==> config.mk <==
export PLATFORM = sky130hd
export DESIGN_NAME = encoder8to3_queue_flat
export DESIGN_NICKNAME = d
export VERILOG_FILES = /design/src/rtl/encoder8to3_queue_if.sv /design/src/rtl/encoder8to3_queue.sv /design/src/flat_wrapper.sv
export SDC_FILE = /design/constraint.sdc
export NUM_CORES = 1
export LEC_CHECK = 0
export CAP_MARGIN = 30
export CORE_UTILIZATION = 47
export CTS_BUF_LIST = sky130_fd_sc_hd__clkbuf_4 sky130_fd_sc_hd__clkbuf_8
export CTS_CLUSTER_SIZE = 28
export DETAILED_ROUTE_END_ITERATION = 16
export GPL_ROUTABILITY_DRIVEN = 0
export PLACE_DENSITY_LB_ADDON = 0.05
export SLEW_MARGIN = 20
export SYNTH_ARGS = -nofsm -noshare
export SYNTH_HDL_FRONTEND = slang
export SYNTH_SLANG_ARGS = --single-unit
==> constraint.sdc <==
create_clock -name clk -period 2.5 [get_ports clk]
set_clock_uncertainty 0.2 [all_clocks]
set_input_delay 0.5 -clock clk [delete_from_list [all_inputs] [get_ports clk]]
set_output_delay 0.5 -clock clk [all_outputs]
set_load 0.01 [all_outputs]
==> src/rtl/encoder8to3_queue_if.sv <==
// rtl/encoder8to3_queue_if.sv - request/index handshake bundle for encoder8to3_queue
interface encoder8to3_queue_if;
  logic       req_valid;
  logic [7:0] data_in;
  logic       ready_in;
  logic [2:0] y_out;
  logic       valid_out;
  logic [7:0] pending_out;
  logic       dup_out;
  logic       idle_out;

  modport master (
    output req_valid, data_in, ready_in,
    input  y_out, valid_out, pending_out, dup_out, idle_out
  );

  modport slave (
    input  req_valid, data_in, ready_in,
    output y_out, valid_out, pending_out, dup_out, idle_out
  );
endinterface

==> src/rtl/encoder8to3_queue.sv <==
// rtl/encoder8to3_queue.sv - pending-register 8-to-3 encoder with valid/ready output
// Optional rotating priority enabled by defining ENCODER_ROUND_ROBIN_EN.
module encoder8to3_queue (
  input  logic                clk,
  input  logic                rst,
  encoder8to3_queue_if.slave  bus
);

  logic [7:0] r_pending;
  logic [2:0] r_y;
  logic       r_valid;
  logic       r_dup;

  logic       w_free;
  logic       w_load;
  logic [2:0] w_sel;
  logic [7:0] w_served;
  logic [7:0] w_new;

`ifdef ENCODER_ROUND_ROBIN_EN
  logic [2:0] r_rr;
  logic [2:0] w_idx;
  logic       w_hit;

  // Search upward from the slot after the last served index, wrapping 7 -> 0.
  always_comb begin
    w_sel = 3'd0;
    w_idx = 3'd0;
    w_hit = 1'b0;
    for (int k = 0; k < 8; k++) begin
      w_idx = r_rr + 3'(k) + 3'd1;
      if (!w_hit && r_pending[w_idx]) begin
        w_sel = w_idx;
        w_hit = 1'b1;
      end
    end
  end

  always_ff @(posedge clk) begin
    if (rst) begin
      r_rr <= 3'd7;
    end else if (w_load) begin
      r_rr <= w_sel;
    end
  end
`else
  always_comb begin
    w_sel = 3'd0;
    for (int k = 7; k >= 0; k--) begin
      if (r_pending[k]) w_sel = 3'(k);
    end
  end
`endif

  assign w_free   = !r_valid || bus.ready_in;
  assign w_load   = w_free && (r_pending != 8'd0);
  assign w_served = w_load ? (8'd1 << w_sel) : 8'd0;
  assign w_new    = bus.req_valid ? bus.data_in : 8'd0;

  // A request landing on the bit served this cycle re-arms it for a later emission.
  always_ff @(posedge clk) begin
    if (rst) begin
      r_pending <= 8'd0;
      r_y       <= 3'd0;
      r_valid   <= 1'b0;
      r_dup     <= 1'b0;
    end else begin
      r_pending <= (r_pending & ~w_served) | w_new;
      r_dup     <= |(w_new & r_pending & ~w_served);
      if (w_load) begin
        r_y     <= w_sel;
        r_valid <= 1'b1;
      end else if (w_free) begin
        r_valid <= 1'b0;
      end
    end
  end

  assign bus.y_out       = r_y;
  assign bus.valid_out   = r_valid;
  assign bus.pending_out = r_pending;
  assign bus.dup_out     = r_dup;
  assign bus.idle_out    = (r_pending == 8'd0) && !r_valid;

endmodule
==> src/flat_wrapper.sv <==
// flat-port wrapper written by rule: the top's interface ports become plain ports
module encoder8to3_queue_flat 
  (clk, rst, bus_req_valid, bus_data_in, bus_ready_in, bus_y_out, bus_valid_out, bus_pending_out, bus_dup_out, bus_idle_out);
  encoder8to3_queue_if bus_i ();
  input  logic clk;
  input  logic rst;
  input wire logic [$bits(bus_i.req_valid)-1:0] bus_req_valid;
  input wire logic [$bits(bus_i.data_in)-1:0] bus_data_in;
  input wire logic [$bits(bus_i.ready_in)-1:0] bus_ready_in;
  output wire logic [$bits(bus_i.y_out)-1:0] bus_y_out;
  output wire logic [$bits(bus_i.valid_out)-1:0] bus_valid_out;
  output wire logic [$bits(bus_i.pending_out)-1:0] bus_pending_out;
  output wire logic [$bits(bus_i.dup_out)-1:0] bus_dup_out;
  output wire logic [$bits(bus_i.idle_out)-1:0] bus_idle_out;
  assign bus_i.req_valid = bus_req_valid;
  assign bus_i.data_in = bus_data_in;
  assign bus_i.ready_in = bus_ready_in;
  assign bus_y_out = bus_i.y_out;
  assign bus_valid_out = bus_i.valid_out;
  assign bus_pending_out = bus_i.pending_out;
  assign bus_dup_out = bus_i.dup_out;
  assign bus_idle_out = bus_i.idle_out;
  encoder8to3_queue u_core (.clk(clk), .rst(rst), .bus(bus_i));
endmodule
# Yosys cells after proc, flatten, opt, wreduce, memory -nomap -nowiden
# Index checks and enable logic that the tools add are counted.
# word_totals
register_bits,13
inputBits,12
out_inout_bits,14
elab_cells,30
# classes
shift,1
n_mux,12
n_bitwise,5
reduce_logical,8
# op_table
cell,count
$and 8x8->8,3
$mux 3,8
$mux 8,2
$logic_not 8->1,1
$not 8->8,1
$or 8x8->8,1
$reduce_bool 8->1,1
$reduce_or 8->1,1
$shl 1x3->8 const A,1
$logic_and 1x1->1,2
$mux 1,2
$reduce_bool 2->1,1
$logic_not 1->1,1
$logic_or 1x1->1,1

# Depth between registers and ports, before layout
# Gate-level depths: netlist of the first run.
# logic_depth
ltp_word,13
ltp_mapped,7
depth_no_buf,5

# Worst setup path before layout of the first run
# OpenSTA, ideal clock, no wires.
# synth_path
path_kind,register to output
from,"register u_core.r_pending[2], in the netlist u_core.bus.pending_out[2]"
to,output port bus_idle_out
t_arrival_ps,1337
path_slack_ps,463
stages_incl_launch_ff,4
path_buffers,1
path_cell_list,dfxtp_1 -> or4_1 -> buf_2 -> nor3_1
# synth_via
elab_chain_cells,2
# synth_rtl
item,line,text
start: declaration,encoder8to3_queue.sv:9,logic [7:0] r_pending;
start signal: assignment,encoder8to3_queue.sv:68,r_pending <= (r_pending & ~w_served) | w_new;
$logic_not 8->1,encoder8to3_queue.sv:83,assign bus.idle_out = (r_pending == 8'd0) && !r_valid;
$logic_and 1x1->1,encoder8to3_queue.sv:83,
end: declaration,flat_wrapper.sv:14,output wire logic [$bits(bus_i.idle_out)-1:0] bus_idle_out;
# No other way between the ends.

# Worst setup path after layout of the first run
# layout_path
from,"register u_core.r_pending[7], in the netlist u_core.bus.pending_out[7]"
to,output port bus_idle_out
# Same word-level chain as after synthesis.

==> qor.csv, run 1 <==
metric,value,unit
outcome,"finished, final reports clean",
worst hold slack,0.268,ns
Finished Core Util,82.5,%
post-cts hold buffer count,0,
IO Pins,26,
count of final setup violators,0,
Vert. Die Dim,39.0,um
die span in x,39.0,um
Crit path buffers/inverters,1,
ratio of cells with drive above 1 in the final layout,13.0,%
Port-buffer cells,25,
CTS tree,done,
core area,1190,um2
Num CTS Buffers,3,
postcts setup bufs,0,
Post-Synth XOR/XNOR Area,0,%
Fmax,435,MHz
Top delay family on crit path,simple AND/OR/NAND/NOR gates,
"area leader, netlist",dfxtp_1,
Routed Antenna Nets,0,
Placed Instance Area,950,um2
Yosys cell types,28,
Worst Hold Class,flop to flop,
cell with the most instances after synthesis,dfxtp_1,
1st-iter DRT viols,18,
worst-path cell chain,"or4_1, nor3_1, dlygate4sd2_1",
"CTS clk-pin slew, worst paths",0.08,ns
initial antenna violation count,0,
"Power, Total",0.000533,W
GRT overflow,0,
ANT cells,0,
largest cells by area after synthesis,"dfxtp_1, a21oi_1, nand2_1",
Final HPWL DP,1290,um
final instance area,978,um2
multi-input combinational cell area,347,um2
filler instances,85,
PD cells,544,nW/um2
Avg WL per Cell,13.7,um
adder-cell share of the synthesized area,0,%
vias post-DR,717,
clock sink total,13,
Total Wirelength,1760,um
Worst-Margin Slew,0.497,ns
kind of critical path,flop to output pin,
critical path startpoint category,flop,
total track usage,28.5,%
initial core utilization,54.3,%
leakage,0.385,nW
largest fanout on the critical path,6,
detailed-route DRC error count,0,
Post-Syn Instances,83,
CP required,1.80,ns
RSZ-0062 raised after global routing,false,
Synth Area in Simple Gates,23.3,%
nets,128,
die area,1520,um2
main combinational cell family by area after synthesis,compound AO/OA/AOI/OAI gates,
CP arrival,1.60,ns
Max-slew headroom,66.8,%
# resized after CTS,1,
total of max-cap violations,0,
Slowest cell on crit path,or4_1,
Synth Area in Compound Gates,30.5,%
syn_area_per_cell,7.76,um2
global-route wire length before repair,2840,um
"FF+latch count, synth",13,
synth cell count leaders,"dfxtp_1, a21oi_1, nand2_1, nor2_1, o21ai_0",
TritonRoute pass-1 iters,4,
syn_nets,95,
H-Tree Depth,1,
Tcrit/Tclk final,92.0,%
final setup TNS,0,ns
Area growth syn-to-layout,51.8,%
Max stage delay on crit path,0.55,ns
Syn. warnings,0,
post-synthesis instance area,644,um2
largest net degree at the start of global routing,14,
Clock Path Buffers,2,
mux share of post-synthesis cell area,0,%
Synth Flop Type,dfxtp_1,
clock root buffer,clkbuf_4,
"Clk Latency, worst-skew pair",0.27,ns
asr flop ratio synth,0,%
vias in the first global route,672,
VDD IR-drop max,0.000381,V
register area,260,um2
Post-synth EDFFs,0,
Max Slew Vio Count,0,
"Seq/Total Area, Yosys",40.4,%
Vias/cell,5.56,
Final Hold Violating Endpoints,0,
Synth top area share,40.4,%
Crit. End Element,output pin,
post-route minimum period,2.30,ns
row count,12,
flip-flops by register name, summed over array words and instances (netlist names):
name / cells
u_core.bus.pending_out: 8
u_core.bus.y_out: 3
u_core.bus.dup_out: 1
u_core.bus.valid_out: 1
path summary, 6_finish.rpt:
kind,from,to,slack [ns],depth (start not counted)
worst max-delay path,u_core.bus.pending_out[7]$_SDFF_PP0_,bus_idle_out,0.20,3
worst max register to register,u_core.bus.pending_out[7]$_SDFF_PP0_,u_core.bus.y_out[1]$_SDFFE_PP0P_,0.61,6
worst min-delay path,u_core.bus.y_out[0]$_SDFFE_PP0P_,u_core.bus.y_out[0]$_SDFFE_PP0P_,0.27,2
worst min register to register,u_core.bus.y_out[0]$_SDFFE_PP0P_,u_core.bus.y_out[0]$_SDFFE_PP0P_,0.27,2
power by group:
part	internal [W]	switching, W
sequential	0.000223	0.0000126
clock	0.0000726	0.0000663
combinational	0.0000845	0.0000735
total	0.000380	0.000152
through the flow:
step | worst slack, ns | instances
floorplan | 0.463 | 83
global placement | 0.224 | 125
detailed placement | 0.217 | 125
CTS | 0.197 | 129
global route | 0.137 | 129
finish | 0.199 | 129
kinds of logic after synthesis:
group                  count (synthesis)
buffers and inverters                  9
DFF                                   13
and+or+nand+nor                       31
AOI/OAI and AO/OA                     30
tightest hold or removal path, delay by kind of cell (launching register included):
family / cells / cell delay [ns]
AO/OA/AOI/OAI: 1 / 0.05
AND/OR/NAND/NOR: 1 / 0.05
flip-flops: 1 / 0.32
layout by cell type (no fill, tap or decap):
cell type	Yosys	final
clkdlybuf4s50_1	0	24
dfxtp_1	13	13
a21oi_1	11	11
nand2_1	10	10
nor2_1	8	8
buf_4	0	8
o21ai_0	5	5
inv_1	4	4
clkbuf_4	0	4
nor2b_1	3	3
or4_1	2	2
nor3_1	2	2
nand2b_1	2	2
nand3_1	2	2
a22oi_1	2	2
nor3_2	1	1
o21ai_1	1	1
o41ai_1	1	1
o211ai_2	1	1
a22o_1	1	1
and3_1	1	1
o221a_1	1	1
a31oi_1	1	1
a311oi_1	1	1
o31ai_1	1	1
o21ai_2	1	1
a2111oi_0	1	1
o21bai_1	1	1
a211oi_1	1	1
dlygate4sd2_1	0	1
final cells by class:
type                    count  area share (%)
multi-input cells          61            35.4
inverters                   4            1.53
well taps                  14            1.79
flip-flops and latches     13            26.6
clock buffers               4            3.07
repair buffers             33            31.6
metal layers:
layer | part of all wire, % | up-vias | wire length (um) | GRT usage [%]
met5 | 0 | - | 0 | 0
met4 | 1.4 | 0 | 25 | 15.5
met3 | 3.7 | 4 | 66 | 3.47
met2 | 48 | 23 | 849 | 52.1
met1 | 47 | 323 | 821 | 31.0
li1 | - | 367 | - | -
Power figures use the tool's default switching activity.
==> inputs of run 2 (changes only) <==
ABC_AREA = 1   (was default)
CORE_UTILIZATION = 49   (was 47)
==> run 2 against run 1 <==
Net effect:
- register-to-register slack gained 0.30 ns
- sequential power grew 4%
- first-iteration DRC count shrank 11%
- sequential share of layout area shrank 1.4 points
- area after synthesis grew 15%
- worst hold slack gained 0.017 ns
- via count grew 8.8%
- clock power grew 3%
- power grew 5.3%
- critical path type unchanged
- critical endpoint unchanged
- highest routed layer unchanged
==> qor.csv, run 2 <==
metric,value,unit,change
"Power, Total",0.000561,W,was 0.000533 W
hold depth,2,,unchanged
die span in x,40.9,um,was 39.0 um
syn_nets,126,,was 95
clock root buffer,clkbuf_4,,unchanged
die area,1670,um2,was 1520 um2
nets,154,,was 128
1st-iter DRT viols,16,,was 18
"most common cell after layout, fill and taps aside",nand2_1,,was clkdlybuf4s50_1
IO Pins,26,,unchanged
vias in the first global route,571,,was 672
Met2 Wirelength,815,um,was 849 um
"FF+latch count, synth",13,,unchanged
TritonRoute pass-1 iters,4,,unchanged
sw frac,31.8,%,was 28.6%
routed length on met3,85,um,was 66 um
Routed Antenna Nets,0,,unchanged
Max-slew headroom,68.8,%,was 66.8%
final instance area,1030,um2,was 978 um2
Max Slew Vio Count,0,,unchanged
largest cells by area after synthesis,"dfxtp_1, nand2_1, a21oi_1",,"was dfxtp_1, a21oi_1, nand2_1"
Synth Area in Simple Gates,39.4,%,was 23.3%
Worst Hold Class,flop to flop,,unchanged
main combinational cell family by area after synthesis,simple AND/OR/NAND/NOR gates,,was compound AO/OA/AOI/OAI gates
post-route minimum period,2.40,ns,was 2.30 ns
Port-buffer cells,25,,unchanged
"non-filler cells, final",156,,was 129
H-Tree Depth,1,,unchanged
critical path startpoint category,flop,,unchanged
R2R Path End,u_core.bus.dup_out$_SDFF_PP0_,,was u_core.bus.y_out[1]$_SDFFE_PP0P_
"CTS clk-pin slew, worst paths",0.09,ns,was 0.08 ns
Synth Area in Compound Gates,15.7,%,was 30.5%
outcome,"finished, final reports clean",,unchanged
Sw Pwr,0.000178,W,was 0.000152 W
max FFs per register,8,,unchanged
cell with the most instances after synthesis,nand2_1,,was dfxtp_1
# resized after CTS,0,,was 1
GRT overflow,0,,unchanged
Slowest cell on crit path,clkdlybuf4s50_1,,was or4_1
Tcrit/Tclk final,95.8,%,was 92.0%
multi-input combinational cell area,408,um2,was 347 um2
Vias/cell,5.00,,was 5.56
Reg-to-Reg Start,u_core.bus.pending_out[7]$_SDFF_PP0_,,unchanged
Clock Path Buffers,2,,unchanged
Top Layer Used,met4,,unchanged
syn_area_per_cell,6.50,um2,was 7.76 um2
Final Hold Violating Endpoints,0,,unchanged
Max stage delay on crit path,0.57,ns,was 0.55 ns
adder-cell share of the synthesized area,0,%,unchanged
Worst-Margin Slew,0.466,ns,was 0.497 ns
detailed-route DRC error count,0,,unchanged
Post-Syn Instances,114,,was 83
"area leader, netlist",dfxtp_1,,unchanged
"Seq/Total Area, Yosys",35.1,%,was 40.4%
"Clk Latency, worst-skew pair",0.28,ns,was 0.27 ns
register area,260,um2,unchanged
total of max-cap violations,0,,unchanged
PD cells,544,nW/um2,about the same
global-route wire length before repair,2260,um,was 2840 um
leakage,0.460,nW,was 0.385 nW
filler instances,105,,was 85
count of final setup violators,0,,unchanged
kind of critical path,flop to output pin,,unchanged
postcts setup bufs,0,,unchanged
Top delay family on crit path,buffers and inverters,,was simple AND/OR/NAND/NOR gates
Avg WL per Cell,10.7,um,was 13.7 um
Total Wirelength,1670,um,was 1760 um
Synth Flop Type,dfxtp_1,,unchanged
Finished Core Util,76.4,%,was 82.5%
total track usage,21.6,%,was 28.5%
final setup TNS,0,ns,unchanged
asr flop ratio synth,0,%,unchanged
share of power burned in the clock network,25.5,%,was 26.1%
CP required,1.80,ns,about the same
initial antenna violation count,0,,unchanged
worst-path cell chain,"nor2_4, nand2_1, nor3_1, clkdlybuf4s50_1",,"was or4_1, nor3_1, dlygate4sd2_1"
clock sink total,13,,unchanged
post-synthesis instance area,741,um2,was 644 um2
synth cell count leaders,"nand2_1, a21oi_1, inv_1, dfxtp_1, nor2_1",,"was dfxtp_1, a21oi_1, nand2_1, nor2_1, o21ai_0"
wl on met1,754,um,was 821 um
Sequential Power Share,43.7,%,was 44.3%
Fmax,418,MHz,was 435 MHz
Num CTS Buffers,3,,unchanged
row count,13,,was 12
mux share of post-synthesis cell area,0,%,unchanged
Post-synth EDFFs,0,,unchanged
worst hold start,u_core.bus.y_out[2]$_SDFFE_PP0P_,,was u_core.bus.y_out[0]$_SDFFE_PP0P_
Crit. End Element,output pin,,unchanged
RSZ-0062 raised after global routing,false,,unchanged
Vert. Die Dim,40.9,um,was 39.0 um
initial core utilization,54.9,%,was 54.3%
VDD IR-drop max,0.000458,V,was 0.000381 V
reg2reg setup slack,0.91,ns,was 0.61 ns
hold worst-path end,u_core.bus.y_out[2]$_SDFFE_PP0P_,,was u_core.bus.y_out[0]$_SDFFE_PP0P_
Final HPWL DP,1320,um,was 1290 um
largest net degree at the start of global routing,13,,was 14
internal power,0.000382,W,was 0.000380 W
ANT cells,0,,unchanged
FF-to-FF path depth,9,,was 6
CP arrival,1.70,ns,was 1.60 ns
"commonest cells after routing, fill and taps aside","nand2_1, clkdlybuf4s50_1, inv_1, a21oi_1, dfxtp_1",,"was clkdlybuf4s50_1, dfxtp_1, a21oi_1"
Synth top area share,35.1,%,was 40.4%
core area,1350,um2,was 1190 um2
post-cts hold buffer count,0,,unchanged
Comb power frac,30.8,%,was 29.7%
Area growth syn-to-layout,39.2,%,was 51.8%
Post-Synth XOR/XNOR Area,0,%,unchanged
CTS tree,done,,unchanged
largest fanout on the critical path,7,,was 6
Yosys cell types,20,,was 28
Placed Instance Area,1000,um2,was 950 um2
Crit path buffers/inverters,1,,unchanged
Syn. warnings,0,,unchanged
dpl cells,152,,was 125
vias post-DR,780,,was 717
ratio of cells with drive above 1 in the final layout,11.3,%,was 13.0%
[run 2: worst max-delay path by stage]
stage,cells after the start,start,end
2_1_floorplan,3,u_core.bus.pending_out[1]$_SDFF_PP0_,bus_idle_out
3_3_place_gp,10,bus_ready_in,u_core.bus.dup_out$_SDFF_PP0_
3_5_place_dp,10,bus_ready_in,u_core.bus.dup_out$_SDFF_PP0_
4_1_cts,4,u_core.bus.pending_out[2]$_SDFF_PP0_,bus_idle_out
5_1_grt,4,u_core.bus.pending_out[2]$_SDFF_PP0_,bus_idle_out
6_report,4,u_core.bus.pending_out[2]$_SDFF_PP0_,bus_idle_out
[run 2: kinds of logic (layout without fill, tap and decap cells)]
| kind of cell | count (synthesis) | count (layout) |
|---|---|---|
| buf+inv | 19 | 46 |
| simple gates | 61 | 61 |
| compound gates | 21 | 21 |
| flops | 13 | 13 |
[run 2: metrics by stage]
| step | worst slack (ns) | hold slack [ns] |
|---|---|---|
| after floorplan | 0.868 | 0.288 |
| after global placement | 0.348 | 0.278 |
| after detailed placement | 0.336 | 0.276 |
| after CTS | 0.0870 | 0.287 |
| after global routing | 0.0368 | 0.314 |
| final | 0.105 | 0.285 |
[run 2: worst reg2reg max path, cell delays in order, from the launching register on]
cell and delay [ns]:
dfxtp_1 0.42, nor2_1 0.07, nand2_1 0.11, nand4_2 0.14, nor2_2 0.14, nand2_1 0.08
nand3_1 0.07, nand3_1 0.07, nor2_1 0.10, a21oi_1 0.06
[run 2: power groups by stage]
stage	Clock (W)	Sequential, W	Combinational, W
final	0.000143	0.000245	0.000173
after floorplan	0	0.000257	0.0000902
after detailed placement	0	0.000250	0.000173
after global routing	0.000159	0.000248	0.000192
after CTS	0.000147	0.000245	0.000174
after global placement	0	0.000249	0.000170
[run 2: routing by layer]
metal / vias to the layer above / track usage [%]
li1: 417 / -
met1: 342 / 23.9
met2: 19 / 37.1
met3: 2 / 9.78
met4: 0 / 5.00
met5: - / 0
[run 2: layout make-up]
cell class / instances / area share, %
multi-input cells: 82 / 39.6
clock buffers: 4 / 2.91
inverters: 17 / 6.19
repair buffers: 25 / 24.3
well taps: 15 / 1.82
flip-flops and latches: 13 / 25.2
==> inputs of run 3 (changes only) <==
CTS_CLUSTER_DIAMETER = 60   (was default)
==> results of run 3 <==
Same layout as run 2: the final DEF is identical, and so are final timing and power.
